--- src/rtl/cell_test_pkg.sv ---
// Shared types and constants for the standard-cell test board.
// No logic of its own; holds the exerciser FSM states and per-cell truth tables.
// Truth tables are indexed by the stimulus vector: bit i is the expected Y for stim==i.
package cell_test_pkg;

    typedef enum logic [1:0] {
        ST_IDLE   = 2'd0,
        ST_APPLY  = 2'd1,
        ST_SAMPLE = 2'd2,
        ST_DONE   = 2'd3
    } state_t;

    localparam int ERR_W = 8;
    localparam logic [ERR_W-1:0] ERR_MAX = '1;

    // OAI21: Y = ~(A & (B1 | B2)), stim = {A, B1, B2}
    localparam logic [7:0] OAI21_TT = 8'h1F;
    // AOI21: Y = ~((A1 & A2) | B), stim = {A1, A2, B}
    localparam logic [7:0] AOI21_TT = 8'h15;
    // NAND3: Y = ~(A & B & C), stim = {A, B, C}
    localparam logic [7:0] NAND3_TT = 8'h7F;
    // NOR3: Y = ~(A | B | C), stim = {A, B, C}
    localparam logic [7:0] NOR3_TT  = 8'h01;
    // NAND2: Y = ~(A & B), stim = {A, B}
    localparam logic [3:0] NAND2_TT = 4'h7;
    // NOR2: Y = ~(A | B), stim = {A, B}
    localparam logic [3:0] NOR2_TT  = 4'h1;
    // INV: Y = ~A, stim = {A}
    localparam logic [1:0] INV_TT   = 2'h1;

endpackage

--- src/rtl/cell_exerciser_sync2.sv ---
// Two-flop synchronizer for a single asynchronous level (cell output into the clk domain).
// Latency: 2 clk cycles from a stable input to q.
// No backpressure; samples every cycle, reset drives both stages to 0.
module sync2 (
    input  logic clk,
    input  logic rst,
    input  logic d,
    output logic q
);

    logic r_meta;
    logic r_sync;

    // First stage may go metastable; second stage gives it a full cycle to resolve.
    always_ff @(posedge clk or posedge rst) begin
        if (rst) begin
            r_meta <= 1'b0;
            r_sync <= 1'b0;
        end else begin
            r_meta <= d;
            r_sync <= r_meta;
        end
    end

    assign q = r_sync;

endmodule

--- src/rtl/cell_exerciser.sv ---
// Sweeps every input vector into a combinational cell and checks Y against a truth table.
// Latency: SETTLE+3 cycles per vector, 2**N_IN*(SETTLE+3)+1 cycles from start to done.
// No backpressure; start is a pulse and is ignored while a sweep is in progress.
module cell_exerciser
    import cell_test_pkg::*;
#(
    parameter int                   N_IN   = 3,
    parameter logic [2**N_IN-1:0]   TRUTH  = OAI21_TT,
    parameter int                   SETTLE = 4
) (
    input  logic              clk,
    input  logic              rst,
    input  logic              start,
    input  logic              dut_y,
    output logic [N_IN-1:0]   stim,
    output logic              busy,
    output logic              done,
    output logic              pass,
    output logic [ERR_W-1:0]  err_count,
    output logic [N_IN-1:0]   fail_vec
);

    // The hold counter covers the settle time plus the synchronizer depth,
    // so the sampled Y belongs to the vector currently on stim.
    localparam int                 CNT_W    = $clog2(SETTLE + 2);
    localparam logic [CNT_W-1:0]   CNT_LAST = CNT_W'(SETTLE + 1);
    localparam logic [N_IN-1:0]    LAST_VEC = '1;

    state_t              r_state;
    state_t              w_state_nxt;
    logic [N_IN-1:0]     r_stim;
    logic [N_IN-1:0]     w_stim_nxt;
    logic [CNT_W-1:0]    r_cnt;
    logic [CNT_W-1:0]    w_cnt_nxt;
    logic [ERR_W-1:0]    r_err;
    logic [ERR_W-1:0]    w_err_nxt;
    logic [N_IN-1:0]     r_fail_vec;
    logic [N_IN-1:0]     w_fail_nxt;

    logic                w_y;
    logic                w_mismatch;

    // dut_y is asynchronous to clk; it is only ever used after this synchronizer.
    sync2 u_sync_y (
        .clk (clk),
        .rst (rst),
        .d   (dut_y),
        .q   (w_y)
    );

    assign w_mismatch = (w_y != TRUTH[r_stim]);

    // State and datapath registers; async reset discards any sweep in progress.
    always_ff @(posedge clk or posedge rst) begin
        if (rst) begin
            r_state    <= ST_IDLE;
            r_stim     <= '0;
            r_cnt      <= '0;
            r_err      <= '0;
            r_fail_vec <= '0;
        end else begin
            r_state    <= w_state_nxt;
            r_stim     <= w_stim_nxt;
            r_cnt      <= w_cnt_nxt;
            r_err      <= w_err_nxt;
            r_fail_vec <= w_fail_nxt;
        end
    end

    // Next-state and datapath updates: hold each vector, sample once, step or finish.
    always_comb begin
        w_state_nxt = r_state;
        w_stim_nxt  = r_stim;
        w_cnt_nxt   = r_cnt;
        w_err_nxt   = r_err;
        w_fail_nxt  = r_fail_vec;

        case (r_state)
            ST_IDLE, ST_DONE: begin
                // DONE keeps its results and last vector until a new sweep is requested.
                if (start) begin
                    w_state_nxt = ST_APPLY;
                    w_stim_nxt  = '0;
                    w_cnt_nxt   = '0;
                    w_err_nxt   = '0;
                    w_fail_nxt  = '0;
                end
            end

            ST_APPLY: begin
                if (r_cnt == CNT_LAST) begin
                    w_state_nxt = ST_SAMPLE;
                end else begin
                    w_cnt_nxt = r_cnt + 1'b1;
                end
            end

            ST_SAMPLE: begin
                if (w_mismatch) begin
                    if (r_err == '0) begin
                        w_fail_nxt = r_stim;
                    end
                    if (r_err != ERR_MAX) begin
                        w_err_nxt = r_err + 1'b1;
                    end
                end
                // The last vector ends the sweep, so stim never wraps mid-sweep.
                if (r_stim == LAST_VEC) begin
                    w_state_nxt = ST_DONE;
                end else begin
                    w_stim_nxt  = r_stim + 1'b1;
                    w_cnt_nxt   = '0;
                    w_state_nxt = ST_APPLY;
                end
            end

            default: begin
                w_state_nxt = ST_IDLE;
            end
        endcase
    end

    // Status flags are decoded from registered state only, never from dut_y directly.
    assign stim      = r_stim;
    assign busy      = (r_state == ST_APPLY) || (r_state == ST_SAMPLE);
    assign done      = (r_state == ST_DONE);
    assign pass      = (r_state == ST_DONE) && (r_err == '0);
    assign err_count = r_err;
    assign fail_vec  = r_fail_vec;

endmodule
--- config.mk ---
export PLATFORM = sky130hd
export DESIGN_NAME = cell_exerciser
export DESIGN_NICKNAME = d
export VERILOG_FILES = /design/src/rtl/cell_test_pkg.sv /design/src/rtl/cell_exerciser_sync2.sv /design/src/rtl/cell_exerciser.sv
export SDC_FILE = /design/constraint.sdc
export NUM_CORES = 1
export LEC_CHECK = 0
export ABC_AREA = 1
export CAP_MARGIN = 15
export CORE_MARGIN = 4
export CORE_UTILIZATION = 35
export DETAILED_ROUTE_END_ITERATION = 6
export GPL_TIMING_DRIVEN = 0
export PLACE_DENSITY = 0.7
export SYNTH_ARGS = -nofsm -noshare
export SYNTH_HDL_FRONTEND = slang
export SYNTH_SLANG_ARGS = --single-unit
--- constraint.sdc ---
create_clock -name clk -period 1.5 [get_ports clk]
set_clock_uncertainty 0.15 [all_clocks]
set_input_delay 0.3 -clock clk [delete_from_list [all_inputs] [get_ports clk]]
set_output_delay 0.3 -clock clk [all_outputs]
set_load 0.005 [all_outputs]
# Word level (Yosys, flattened, before mapping)
# Memories as Yosys holds them, arrays and structs flattened.
# Cells that the tools add are included.
# word_totals
memories	1
regBits	21
out_inout_bits	17
romBits	8
inputBits	4
elab_cells	55
# classes
n_addsub	3
n_reduce_logical	11
order_cmp	1
n_mux	18
n_eq_ne	14
# memory_table
memory	depth	width	read_ports	rd_ports_with_merged_regs	write_ports	line_no	rtl
(no name shown)	8	1	1	0	0	cell_exerciser.sv:51	assign w_mismatch = (w_y != TRUTH[r_stim]);
# op_table
operator	n
2-to-1 mux 8 bit	3
2-to-1 mux 3 bit	6
one-hot mux 8 bit (2 select lines)	1
!= test 2 bit (second input constant)	7
one-hot mux 3 bit (2 select lines)	2
one-hot mux 3 bit (3 select lines)	1
adder 8 x 1 -> 8 bit (second input constant)	1
zero test 8 bit	1
!= test 8 bit (second input constant)	1
AND reduction 4 bit	2
adder 3 x 1 -> 3 bit (second input constant)	2
equality test 3 bit (second input constant)	2
2-to-1 mux 2 bit	3
one-hot mux 2 bit (3 select lines)	1
AND reduction 3 bit	2
equality test 2 bit (second input constant)	2
less-than comparator 3 x 4 -> 1 bit (second input constant)	1
equality test 2 x 1 -> 1 bit (second input constant)	1
zero test 2 bit	1
AND reduction 2 bit	1
nonzero test 2 bit	1
OR reduction 2 bit	1
logical AND 1 bit	1
logical OR 1 bit	1
other kinds (2)	2

# Logic depth before layout (Yosys ltp)
# Gate-level depths: netlist of run 1.
# logic_depth
depth_word	5
ltp_mapped	10

# Hierarchy
# From an unflattened synthesis of run 1, not the netlist that was laid out.
# hier_totals
cells_unflattened	174
hier_area_um2	1296.2
# by_module_without_submodules
mod	instances	cells_each	area_each_um2
cell_exerciser	1	171	1242.4
sync2	1	3	53.8

# Worst setup path before layout of run 1
# OpenSTA, ideal clock, no wires.
# synth_path
kind	register to register
from	register r_state[0]
to	register r_err[2] (netlist: err_count[2])
path_slack_ps	-179
period_less_slack_ps	1679
path_buffers	1
t_arrival_ps	1406
stages_incl_launch_ff	10
t_required_ps	1227
path_cell_list	dfrtp_1 -> inv_1 -> ha_1 -> inv_2 -> nor2_2 -> a21oi_2 -> nand3_2 -> buf_6 -> nand2_1 -> o21ai_2
# synth_via
elab_chain_cells	4
elab_cells_between_ends	10
cone_classes	eq/ne: 5; mux: 1; reduce/logical: 4
# synth_rtl
element	line_no	rtl
from (decl)	cell_exerciser.sv:29	state_t r_state;
from (signal assigned)	cell_exerciser.sv:62	r_state <= w_state_nxt;
equality test 2 bit or zero test 2 bit (tied branches)	cell_exerciser.sv:78	case (r_state)
OR reduction 2 bit	cell_exerciser.sv:78	
!= test 2 bit (no line) or nonzero test 2 bit (tied branches)	n/a	
AND reduction 4 bit (no line)	n/a	
to (signal assigned)	cell_exerciser.sv:65	r_err <= w_err_nxt;
to (decl)	cell_exerciser.sv:35	logic [ERR_W-1:0] r_err;
# Parallel ways exist; a longest one is shown, timed or not.
# A chain may end at the register's enable or synchronous reset.

# Worst setup path in the final report of run 1
# layout_path
from	register r_err[0] (netlist: err_count[0])
to	output port pass
# layout_via
elab_chain_cells	2
# layout_rtl
element	line_no	rtl
zero test 8 bit	cell_exerciser.sv:127	assign pass = (r_state == ST_DONE) && (r_err == '0);
logical AND 1 bit	cell_exerciser.sv:127	
to (decl)	cell_exerciser.sv:18	output logic pass,
# No other way between the ends.

==> results of run 1 <==
-- cells by family after synthesis --
logic type / count (synthesis) / synth area share [%]
compound gates: 23 / 9.95
xor+xnor: 1 / 0.676
fa+ha+maj: 11 / 10.6
buf+inv: 30 / 9.37
flops: 21 / 40.6
simple gates: 88 / 28.8
-- path summary, 6_finish.rpt --
kind	slack (ps)	startpoint	end	cells after the start
setup / recovery	-270	err_count[0]$_DFFE_PP0P_	pass	7
hold / removal	200	u_sync_y.r_meta$_DFF_PP0_	u_sync_y.q$_DFF_PP0_	0
setup reg to reg	-140	r_state[1]$_DFFE_PP0P_	fail_vec[1]$_DFFE_PP0P_	8
hold reg to reg	200	u_sync_y.r_meta$_DFF_PP0_	u_sync_y.q$_DFF_PP0_	0
max in group asynchronous	270	rst	r_state[1]$_DFFE_PP0P_	2
min in group asynchronous	350	rst	err_count[0]$_DFFE_PP0P_	2
-- cells in the final DEF (no fill, tap or decap), types with 2 or more instances in the layout --
master and instances:
o21ai_2 8, nand3_1 10, nor2_1 7, inv_2 8, dlygate4sd2_1 12, o21ai_1 5
buf_4 27, buf_6 12, clkinv_1 3, a21oi_1 3, inv_1 13, nor2_4 5
ha_1 3, nand2_4 2, nand2_2 17, nand3_4 4, nor2_2 3, ha_4 6
clkbuf_8 3, nand2_1 38, ha_2 2, o21ai_0 4, dfrtp_1 17, clkdlybuf4s50_1 5
buf_2 2, inv_4 3, dfrtp_2 4
-- sequential cells by signal (all words and copies together), names as in the netlist --
signal           cells
stim                 3
r_cnt                3
err_count            8
r_state              2
u_sync_y.q           1
fail_vec             3
u_sync_y.r_meta      1
-- per-stage QoR --
stage                     instances  TNS, ps
after floorplan                 174     -488
after global placement          240    -4190
after detailed placement        240    -4200
after CTS                       280    -1790
after global routing            280    -4280
final                           280    -2610
-- layout make-up --
type	count	area, sq um	area share (%)
Tap cell	46	57.6	2.65
Clock buffer	4	45.0	2.08
Buffer	2	16.3	0.750
Inverter	28	118	5.42
Timing Repair Buffer	56	487	22.4
Multi-Input combinational cell	123	915	42.2
Sequential cell	21	531	24.5
-- critical path, stage by stage (launching register included) --
cell	delay, ps
dfrtp_1	400
inv_2	80
ha_4	140
nand2_4	50
nor2_4	120
nand2_2	80
nor2_2	70
buf_2	110
-- metal layers --
metal	routed length (um)	track usage (%)
met1	1480	19.9
met2	2090	31.2
met3	162	4.54
met4	98	5.35
met5	0	0
-- Yosys cell counts (all sizes together) --
cell    number  area [sq um]
nand3       15          85.1
xnor2        1          8.76
nor3         1          5.00
buf          2          16.3
dfrtp       21           526
inv         25          93.8
nor2        15          66.3
o21ai       18          97.6
o31ai        1          7.51
clkinv       3          11.3
nand2       57           216
ha          11           138
a21oi        4          23.8
-- timing repair --
action | 4_1_cts | 5_1_grt
gates resized for setup | 79 | 29
cloned | 1 | 0
setup buffers | 37 | 2
pin swaps | 23 | 14
endpoints found under the setup margin | 34 | 24
-- power by group through the flow --
stage | registers (uW) | logic [uW] | clock network [uW]
after global placement | 746 | 1030 | 0
after CTS | 711 | 1830 | 395
final | 714 | 2080 | 381
after floorplan | 734 | 743 | 0
after global routing | 720 | 2270 | 418
after detailed placement | 750 | 1040 | 0
==> key figures, run 1 <==
Status
  – Outcome: finished with violations
  – Violated checks: setup timing

Floorplanning
  – Die Wd: 68.8 um
  – Initial Util: 37.6%
  – Die area: approximately 0.0047 sq mm
  – Chip height: approximately 69 um
  – CORE AREA: approximately 0.0034 sq mm
  – Ports: 21
  – Cell Rows: 21

Synthesis
  – Syn. warnings: 0
  – Synthesized instance count: approximately 170
  – Syn nets: 189
  – Seq/Total Area, Yosys: just over 40%
  – Post-synthesis cell type count: 22
  – Flops & latches, synth: 21
  – Synth Area per Inst: 7.44 sq um
  – Synthesized cell area: 0.00129 sq mm

Pwr
  – Sw Pwr: 1330 uW
  – Logic pwr share: between 60% and 70%
  – Clk pwr share: a little under an eighth
  – PD cells: between 1000 and 1500 mW/mm^2
  – LEAKAGE: between 0.001 and 0.0015 uW
  – Sequential power share: between 20 and 25%
  – Switching Share: 42.0%
  – P_int: approximately 1800 uW
  – PnR Total Power: ~3200 uW
  – Maximum vdd drop: about 0.86 mV

Placement
  – Dpl hpwl: ~1900 um
  – Setup WS pre-CTS: -486 ps
  – Port bufs: 20
  – Final Wtd Congestion: approximately 0.85
  – Placed Area: approximately 0.0016 sq mm

Routing
  – Vias per Instance: 4.77
  – DRC violations left: 0
  – ANT nets after route: 0
  – Iter 0 DRT Violations: 127
  – WL/cell: about 14 um
  – Drt total wl: ~3800 um
  – Initial DRT Pass Iterations: 4
  – Routed via count: roughly 1300

Clock network
  – CTS tree: done
  – H-tree lvl count: 1
  – CTS Buf Count: 3
  – CTS sink cnt: 21
  – Clk slew on worst S/H paths: roughly 80 ps
  – Hold_buf cts: 0
  – Clock root cell: clkbuf_8
  – Clock tree buffer depth: 2
  – Clk_lat worst skew: 270 ps

Worst setup path
  – Crit end category: output port
  – CP Data Arrival Time: 1320 ps
  – WS Path Type: register to output port
  – CP max FO: 2
  – Worst EP required: between 1000 and 1500 ps
  – Crit path launch type: register

Flow run
  – Maxcap violations: 0

Timing
  – Max Freq: 0.565 GHz
  – Worst slew pin tran: 846 ps
  – Final WS setup: -269 ps
  – Max-slew violation count: 0
  – Fin Hold WS: roughly 200 ps
  – Slew headroom: between 40% and 50%
  – Fin. Hold Viols: 0
  – Finish-stage setup viols: 22
  – RSZ-0062 raised after global routing: yes
  – Crit share post-route: 118%
  – Final Critical Period: around 1800 ps

Global route
  – Initial antenna violation count: 0
  – First-pass GRT wire length: around 6000 um
  – Total global-route track usage: between 10% and 20%
  – Gr ovfl total: 0
  – Largest net degree at the start of global routing: 22
  – Vias in the first global route: around 1400

Layout
  – Final instance area: 0.00217 sq mm
  – Post-layout nets: 250
  – Final core utilization: a little over three fifths
  – Area delta synth->final: 67.4%
  – Layout cells sized above 1: 47.9%
  – # fillers: 288
  – Ant diodes: 0

Hold path
  – Hold/Removal Path Class: register to register
(Power assumes the default switching activity.)
==> inputs of run 2 (changes only) <==
Settings changed: ABC_AREA 1 to not set, CTS_CLUSTER_SIZE set to 28.
==> run 2 against run 1 <==
- the run still ends with setup timing left
- global-route usage is 0.28 points higher
- synthesized cell count is 27% lower
- total power is 55% lower
- count of clock-buffer cells in the layout is 1 lower
- critical endpoint unchanged
- highest routed layer unchanged
==> key figures, run 2 <==
Worst setup path
  – Worst EP required: 1050 ps (about the same)
  – CP Data Arrival Time: 1400 ps (was 1320 ps)
  – Crit path launch type: register (unchanged)
  – Crit end category: output port (unchanged)
  – CP max FO: 2 (unchanged)
  – Critical-path cell list: inv_2 > ha_4 > nor4b_4 > and3_1 > buf_2 (was inv_2 > ha_4 > nand2_4 > nor2_4 > nand2_2 > nor2_2 > buf_2)
  – Crit path buf inv count: 2 (unchanged)
  – WS Path Type: register to output port (unchanged)
  – Max incr delay on CP: 420 ps (was 400 ps)
  – Family with the most delay on the worst path: flip-flops (unchanged)
  – Slowest CP cell: dfrtp_2 (was dfrtp_1)

Synthesis
  – Mux contribution to synthesized area: 0.782% (was 0%)
  – XOR/XNOR share of the synthesized area: 0.684% (was 0.676%)
  – Synth async-reset ratio: 100% (unchanged)
  – Synthesized cell area: 0.00128 sq mm (was 0.00129 sq mm)
  – Syn. warnings: 0 (unchanged)
  – Syn nets: 142 (was 189)
  – Adder-Cell Fraction of Synth Area: 10.8% (was 10.6%)
  – Commonest cells post-synth: 21 x dfrtp_1, 11 x ha_1, 11 x inv_1, 11 x nand2_1, 7 x nand3_1 (was 56 x nand2_1, 21 x dfrtp_1, 20 x inv_1, 13 x nand3_1, 13 x nor2_1)
  – Seq/Total Area, Yosys: 41.1% (was 40.6%)
  – Synth Area per Inst: 10.1 sq um (was 7.44 sq um)
  – Post-synthesis simple-gate area fraction: 17.9% (was 28.8%)
  – Post-synth EDFFs: 0 (unchanged)
  – Cell with the most instances after synthesis: dfrtp_1 (was nand2_1)
  – Largest family of logic cells by synthesized area: compound AO/OA/AOI/OAI gates (was simple AND/OR/NAND/NOR gates)
  – Post-synth top flop: dfrtp_1 (unchanged)
  – Post-synthesis cell type count: 42 (was 22)
  – Largest cells by area after synthesis: dfrtp_1 41%, ha_1 11%, inv_1 3.2% (was dfrtp_1 41%, nand2_1 16%, ha_1 11%)
  – Post-synthesis compound-gate area fraction: 23.6% (was 9.95%)
  – Post-synth top area share: 41.1% (was 40.6%)
  – Cell taking the most area after synthesis: dfrtp_1 (unchanged)
  – Synthesized instance count: 127 (was 174)
  – Flops & latches, synth: 21 (unchanged)

Floorplanning
  – Die area: 0.00469 sq mm (was 0.00474 sq mm)
  – CORE AREA: 0.00344 sq mm (unchanged)
  – Cell Rows: 21 (unchanged)
  – Chip height: 68.5 um (was 68.8 um)
  – Initial Util: 37.2% (was 37.6%)
  – Ports: 21 (unchanged)
  – Die Wd: 68.5 um (was 68.8 um)

Layout
  – Max FFs per register: 8 (unchanged)
  – Final non-filler cell total: 234 (was 280)
  – # fillers: 263 (was 288)
  – Ant diodes: 0 (unchanged)
  – Commonest non-fill, non-tap cell in the layout: buf_4 (was nand2_1)
  – Register area: 537 sq um (was 531 sq um)
  – Area delta synth->final: 75.4% (was 67.4%)
  – Final instance area: 0.00224 sq mm (was 0.00217 sq mm)
  – Layout cells sized above 1: 61.7% (was 47.9%)
  – Final core utilization: 65.2% (was 63.0%)
  – Most frequent cells in the layout: 24 x buf_4, 19 x buf_6, 12 x dfrtp_1 (was 38 x nand2_1, 27 x buf_4, 17 x nand2_2, 17 x dfrtp_1, 13 x inv_1)
  – Post-layout nets: 204 (was 250)
  – Multi-input gate area: 996 sq um (was 915 sq um)

Routing
  – Initial DRT Pass Iterations: 4 (unchanged)
  – Iter 0 DRT Violations: 77 (was 127)
  – ANT nets after route: 0 (unchanged)
  – DRC violations left: 0 (unchanged)
  – Vias per Instance: 5.38 (was 4.77)
  – Drt total wl: 4150 um (was 3840 um)
  – WL/cell: 17.7 um (was 13.7 um)
  – Routed via count: 1258 (was 1336)

Timing
  – Max Freq: 0.541 GHz (was 0.565 GHz)
  – Fin. Hold Viols: 0 (unchanged)
  – Final Critical Period: 1850 ps (was 1770 ps)
  – Slew headroom: 43.4% (was 43.5%)
  – Max-slew violation count: 0 (unchanged)
  – RSZ-0062 raised after global routing: yes (unchanged)
  – Final WS setup: -348 ps (was -269 ps)
  – Crit share post-route: 123% (was 118%)
  – Worst slew pin tran: 848 ps (was 846 ps)
  – Finish-stage setup viols: 22 (unchanged)

Placement
  – Post-Place Cells: 193 (was 240)
  – Final Wtd Congestion: 0.846 (was 0.849)
  – Dpl hpwl: 2200 um (was 1910 um)
  – Port bufs: 20 (unchanged)
  – Placed Area: 0.00159 sq mm (was 0.00158 sq mm)

Clock network
  – Clock root cell: clkbuf_8 (unchanged)
  – CTS Buf Count: 3 (unchanged)
  – Clock tree buffer depth: 2 (unchanged)
  – Clk slew on worst S/H paths: 90 ps (was 80 ps)
  – CTS tree: done (unchanged)
  – Clk_lat worst skew: 270 ps (about the same)
  – H-tree lvl count: 1 (unchanged)
  – CTS sink cnt: 21 (unchanged)
  – Hold_buf cts: 0 (unchanged)

Pwr
  – LEAKAGE: 0.000948 uW (was 0.00107 uW)
  – PD cells: 640 mW/mm^2 (was 1470 mW/mm^2)
  – Maximum vdd drop: 0.670 mV (was 0.865 mV)
  – PnR Total Power: 1440 uW (was 3180 uW)

Global route
  – Vias in the first global route: 1344 (was 1415)
  – Largest net degree at the start of global routing: 22 (unchanged)
  – Initial antenna violation count: 0 (unchanged)
  – Gr ovfl total: 0 (unchanged)
  – First-pass GRT wire length: 6180 um (was 6170 um)
  – Met3 Usage GRT: 5.25% (was 4.54%)
  – Met1 global-route usage: 20.5% (was 19.9%)
  – Total global-route track usage: 17.6% (was 17.3%)
  – Met2 usage: 31.3% (was 31.2%)
  – Grt peak-use layer: met2 (unchanged)

Status
  – Outcome: finished with violations (unchanged)
  – Violated checks: setup timing (unchanged)

Hold path
  – Hold/Removal Path Class: register to register (unchanged)

Flow run
  – Maxcap violations: 0 (unchanged)
==> run 2: where the power goes <==
part	switching, uW	internal, uW
clock network	209	188
logic	201	212
registers	25.2	601
==> run 2: metrics by stage <==
| step | worst slack, ps | setup TNS [ps] | hold slack (ps) |
|---|---|---|---|
| floorplan | -234 | -1440 | 126 |
| detailed placement | -608 | -6480 | 189 |
| global route | -405 | -5610 | 216 |
| finish | -348 | -4340 | 206 |
| global placement | -604 | -5210 | 182 |
| CTS | -345 | -3650 | 209 |
==> run 2: cell type report <==
| class | instances | area share, % |
|---|---|---|
| Buffer | 4 | 1.84 |
| Clock buffer | 3 | 1.84 |
| Clock inverter | 1 | 0.334 |
| Inverter | 11 | 2.12 |
| Multi-Input combinational cell | 91 | 44.4 |
| Sequential cell | 21 | 23.9 |
| Tap cell | 46 | 2.56 |
| Timing Repair Buffer | 57 | 23.0 |
==> run 2: path summary, 6_finish.rpt <==
check                                               start                  endpoint  slack (ps)  cells after the start
max in group asynchronous                             rst  err_count[7]$_DFFE_PP0P_         270                      2
worst max register to register     r_state[0]$_DFFE_PP0P_  err_count[3]$_DFFE_PP0P_        -310                      7
worst max-delay path             err_count[1]$_DFFE_PP0P_                      pass        -350                      5
worst min-delay path            u_sync_y.r_meta$_DFF_PP0_      u_sync_y.q$_DFF_PP0_         210                      0
worst min register to register  u_sync_y.r_meta$_DFF_PP0_      u_sync_y.q$_DFF_PP0_         210                      0
min in group asynchronous                             rst    r_state[0]$_DFFE_PP0P_         350                      2
==> run 2: worst reg2reg max path, delay by kind of cell (launching register included) <==
kind / cells / cell delay (ps)
adder cells (fa/ha/maj): 1 / 300
flip-flops: 1 / 400
AO/OA/AOI/OAI: 3 / 430
buffers and inverters: 2 / 250
AND/OR/NAND/NOR: 1 / 150
==> run 2: metal layers <==
metal  wire length, um  share of wire (%)  up-vias
li1                  -                  -      605
met1              1650                 40      616
met2              2280                 55       31
met3               184                4.4        6
met4                35               0.84        0
met5                 0                  0        -
==> run 2: logic make-up (layout without fill, tap and decap cells) <==
kind of cell	Yosys count	count (layout)
DFF	21	21
buffers and inverters	15	76
muxes	1	1
xor gates and xnor gates	1	1
adders and majority gates	11	11
AOI/OAI and AO/OA	38	38
and+or+nand+nor	40	40
==> run 2: timing repair <==
action,CTS,global route
gates resized for setup,94,40
buffers inserted,25,16
setup endpoints to repair,35,29
endpoints found under the hold margin,0,0
pin swaps,20,25
==> inputs of run 3 (changes only) <==
Settings changed: MAX_ROUTING_LAYER set to met4, SLEW_MARGIN set to 15.
Clock period 1.5 ns to 1.6 ns, I/O delays scaled along.
==> run 3 against run 2 <==
- the run still ends with setup timing left
- count of clock-buffer cells in the layout is 1 higher
- final area decreased by 3.3%
- non-clock buffer count shrank 1
- hold slack improved by 8.6 ps
- clock power decreased by 11%
- combinational power is 15% lower
- register-to-register slack gained 40 ps
- via count decreased by 0.40%
- wire length fell by 12%
- core utilization is 2.2 points lower
- largest cell class unchanged
==> key figures, run 3 (same netlist as run 2, synthesis figures left out) <==
Placement
  – Post-Place Cells: 193 (unchanged)
  – Final Wtd Congestion: 0.900 (was 0.846)
  – Setup WS pre-CTS: -565 ps (was -608 ps)
  – Port bufs: 20 (unchanged)
  – Dpl hpwl: 2140 um (was 2200 um)

Timing
  – Max-slew violation count: 0 (unchanged)
  – Fin. Hold Viols: 0 (unchanged)
  – RSZ-0062 raised after global routing: yes (unchanged)
  – Finish-stage setup viols: 19 (was 22)
  – Crit share post-route: 117%
  – Slew headroom: 43.3% (was 43.4%)
  – Final WS setup: -267 ps (was -348 ps)
  – Worst slew pin tran: 849 ps (was 848 ps)
  – Final Critical Period: 1870 ps
  – Max Freq: 0.536 GHz
  – Fin Hold WS: 214 ps (was 206 ps)

Global route
  – Total global-route track usage: 17.6% (about the same)
  – Vias in the first global route: 1255 (was 1344)
  – Gr ovfl total: 0 (unchanged)
  – Initial antenna violation count: 0 (unchanged)
  – Largest net degree at the start of global routing: 22 (unchanged)
  – First-pass GRT wire length: 6060 um (was 6180 um)

Worst setup path
  – Max incr delay on CP: 430 ps (was 420 ps)
  – Crit path launch type: register (unchanged)
  – WS Path Type: register to register (was register to output port)
  – Worst EP required: 1600 ps (was 1050 ps)
  – Crit end category: register (was output port)
  – Critical-path cell list: inv_1 > ha_2 > and2b_2 > o2111ai_4 > nor2_2 > a32o_2 (was inv_2 > ha_4 > nor4b_4 > and3_1 > buf_2)
  – Reg2Reg Setup Slack: -270 ps (was -310 ps)
  – Slowest CP cell: dfrtp_1 (was dfrtp_2)
  – CP max FO: 6 (was 2)
  – CP Data Arrival Time: 1860 ps (was 1400 ps)

Routing
  – Initial DRT Pass Iterations: 4 (unchanged)
  – Drt total wl: 3650 um (was 4150 um)
  – DRC violations left: 0 (unchanged)
  – Iter 0 DRT Violations: 70 (was 77)
  – ANT nets after route: 0 (unchanged)
  – Routed via count: 1253 (was 1258)
  – Vias per Instance: 5.38 (about the same)
  – WL/cell: 15.7 um (was 17.7 um)

Floorplanning
  – Cell Rows: 21 (unchanged)
  – Die area: 0.00469 sq mm (unchanged)
  – Die Wd: 68.5 um (unchanged)
  – Initial Util: 37.2% (unchanged)
  – CORE AREA: 0.00344 sq mm (unchanged)
  – Chip height: 68.5 um (unchanged)
  – Ports: 21 (unchanged)

Layout
  – Final non-filler cell total: 233 (was 234)
  – Commonest non-fill, non-tap cell in the layout: buf_4 (unchanged)
  – Area delta synth->final: 69.5% (was 75.4%)
  – Most frequent cells in the layout: 28 x buf_4, 13 x dfrtp_1, 12 x buf_6, 8 x dfrtp_2 (was 24 x buf_4, 19 x buf_6, 12 x dfrtp_1)
  – Max FFs per register: 8 (unchanged)
  – Ant diodes: 0 (unchanged)
  – Layout cells sized above 1: 59.9% (was 61.7%)
  – Post-layout nets: 203 (was 204)

Clock network
  – Clock tree buffer depth: 2 (unchanged)
  – H-tree lvl count: 1 (unchanged)
  – Clk_lat worst skew: 260 ps (was 270 ps)
  – CTS Buf Count: 3 (unchanged)
  – Hold_buf cts: 0 (unchanged)
  – CTS sink cnt: 21 (unchanged)
  – Clock root cell: clkbuf_8 (unchanged)
  – Clk slew on worst S/H paths: 80 ps (was 90 ps)
  – CTS tree: done (unchanged)

Pwr
  – PnR Total Power: 1290 uW (was 1440 uW)
  – LEAKAGE: 0.000955 uW (was 0.000948 uW)
  – PD cells: 593 mW/mm^2 (was 640 mW/mm^2)
  – Maximum vdd drop: 0.241 mV (was 0.670 mV)

Flow run
  – Maxcap violations: 0 (unchanged)

Status
  – Violated checks: setup timing (unchanged)
  – Outcome: finished with violations (unchanged)

Hold path
  – Hold/Removal Path Class: register to register (unchanged)
## run 3: cell types whose count changed in the layout (fill, tap and decap cells not counted), moves of 3 or more
cell | previous run | this run
buf_4 | 24 | 28
buf_6 | 19 | 12
dlymetal6s2s_1 | 0 | 3
ha_2 | 0 | 3
ha_4 | 9 | 6
inv_1 | 3 | 7
## run 3: final timing paths
check                                           from                        to  cells after the start
max in group asynchronous                        rst       stim[2]$_DFFE_PP0P_                      2
min reg2reg                u_sync_y.r_meta$_DFF_PP0_      u_sync_y.q$_DFF_PP0_                      0
max                              stim[1]$_DFFE_PP0P_   fail_vec[0]$_DFFE_PP0P_                      6
min                        u_sync_y.r_meta$_DFF_PP0_      u_sync_y.q$_DFF_PP0_                      0
max reg2reg                      stim[1]$_DFFE_PP0P_   fail_vec[0]$_DFFE_PP0P_                      6
min in group asynchronous                        rst  err_count[5]$_DFFE_PP0P_                      2
## run 3: cell type report
| type | count | area [sq um] |
|---|---|---|
| Fill cell | 280 | 1270 |
| Multi-Input combinational cell | 91 | 981 |
| Sequential cell | 21 | 536 |
| Timing Repair Buffer | 56 | 478 |
| Tap cell | 46 | 57.6 |
| Clock buffer | 4 | 45.0 |
| Inverter | 11 | 41.3 |
| Buffer | 4 | 31.3 |
## run 3: worst max-delay path: cells and delay by family (launching register included)
family / cells / cell delay (ps)
AO/OA/AOI/OAI: 2 / 590
adder cells (fa/ha/maj): 1 / 170
buffers and inverters: 1 / 80
flip-flops: 1 / 430
AND/OR/NAND/NOR: 2 / 340
## run 3: what timing repair did
| item | in CTS | in global routing |
|---|---|---|
| setup endpoints to repair | 31 | 26 |
| gates resized for setup | 80 | 33 |
| setup buffers | 31 | 8 |
| pin swaps | 21 | 19 |
## run 3: layer usage
metal  track usage, %  wire length (um)  vias to the layer above  share of wire (%)
met4             5.46                50                        0                1.4
met5                -                 0                        -                  0
li1                 -                 -                      604                  -
met2             29.8              1920                       30                 53
met3             2.79               144                        6                3.9
met1             21.4              1540                      613                 42
## run 3: report_power, final
group	switching [uW]	total [uW]	internal [uW]
clock network	176	353	177
registers	19.3	583	563
logic	175	351	176
total	370	1290	917
## run 3: per-stage QoR
stage / cell area (sq um) / TNS [ps] / utilization, %
5_1_grt: 2170 / -4180 / 63.0
3_5_place_dp: 1570 / -3560 / 45.7
2_1_floorplan: 1320 / -427 / -
3_3_place_gp: 1570 / -2880 / 45.7
6_report: 2170 / -2910 / 63.0
4_1_cts: 2020 / -2600 / 58.7
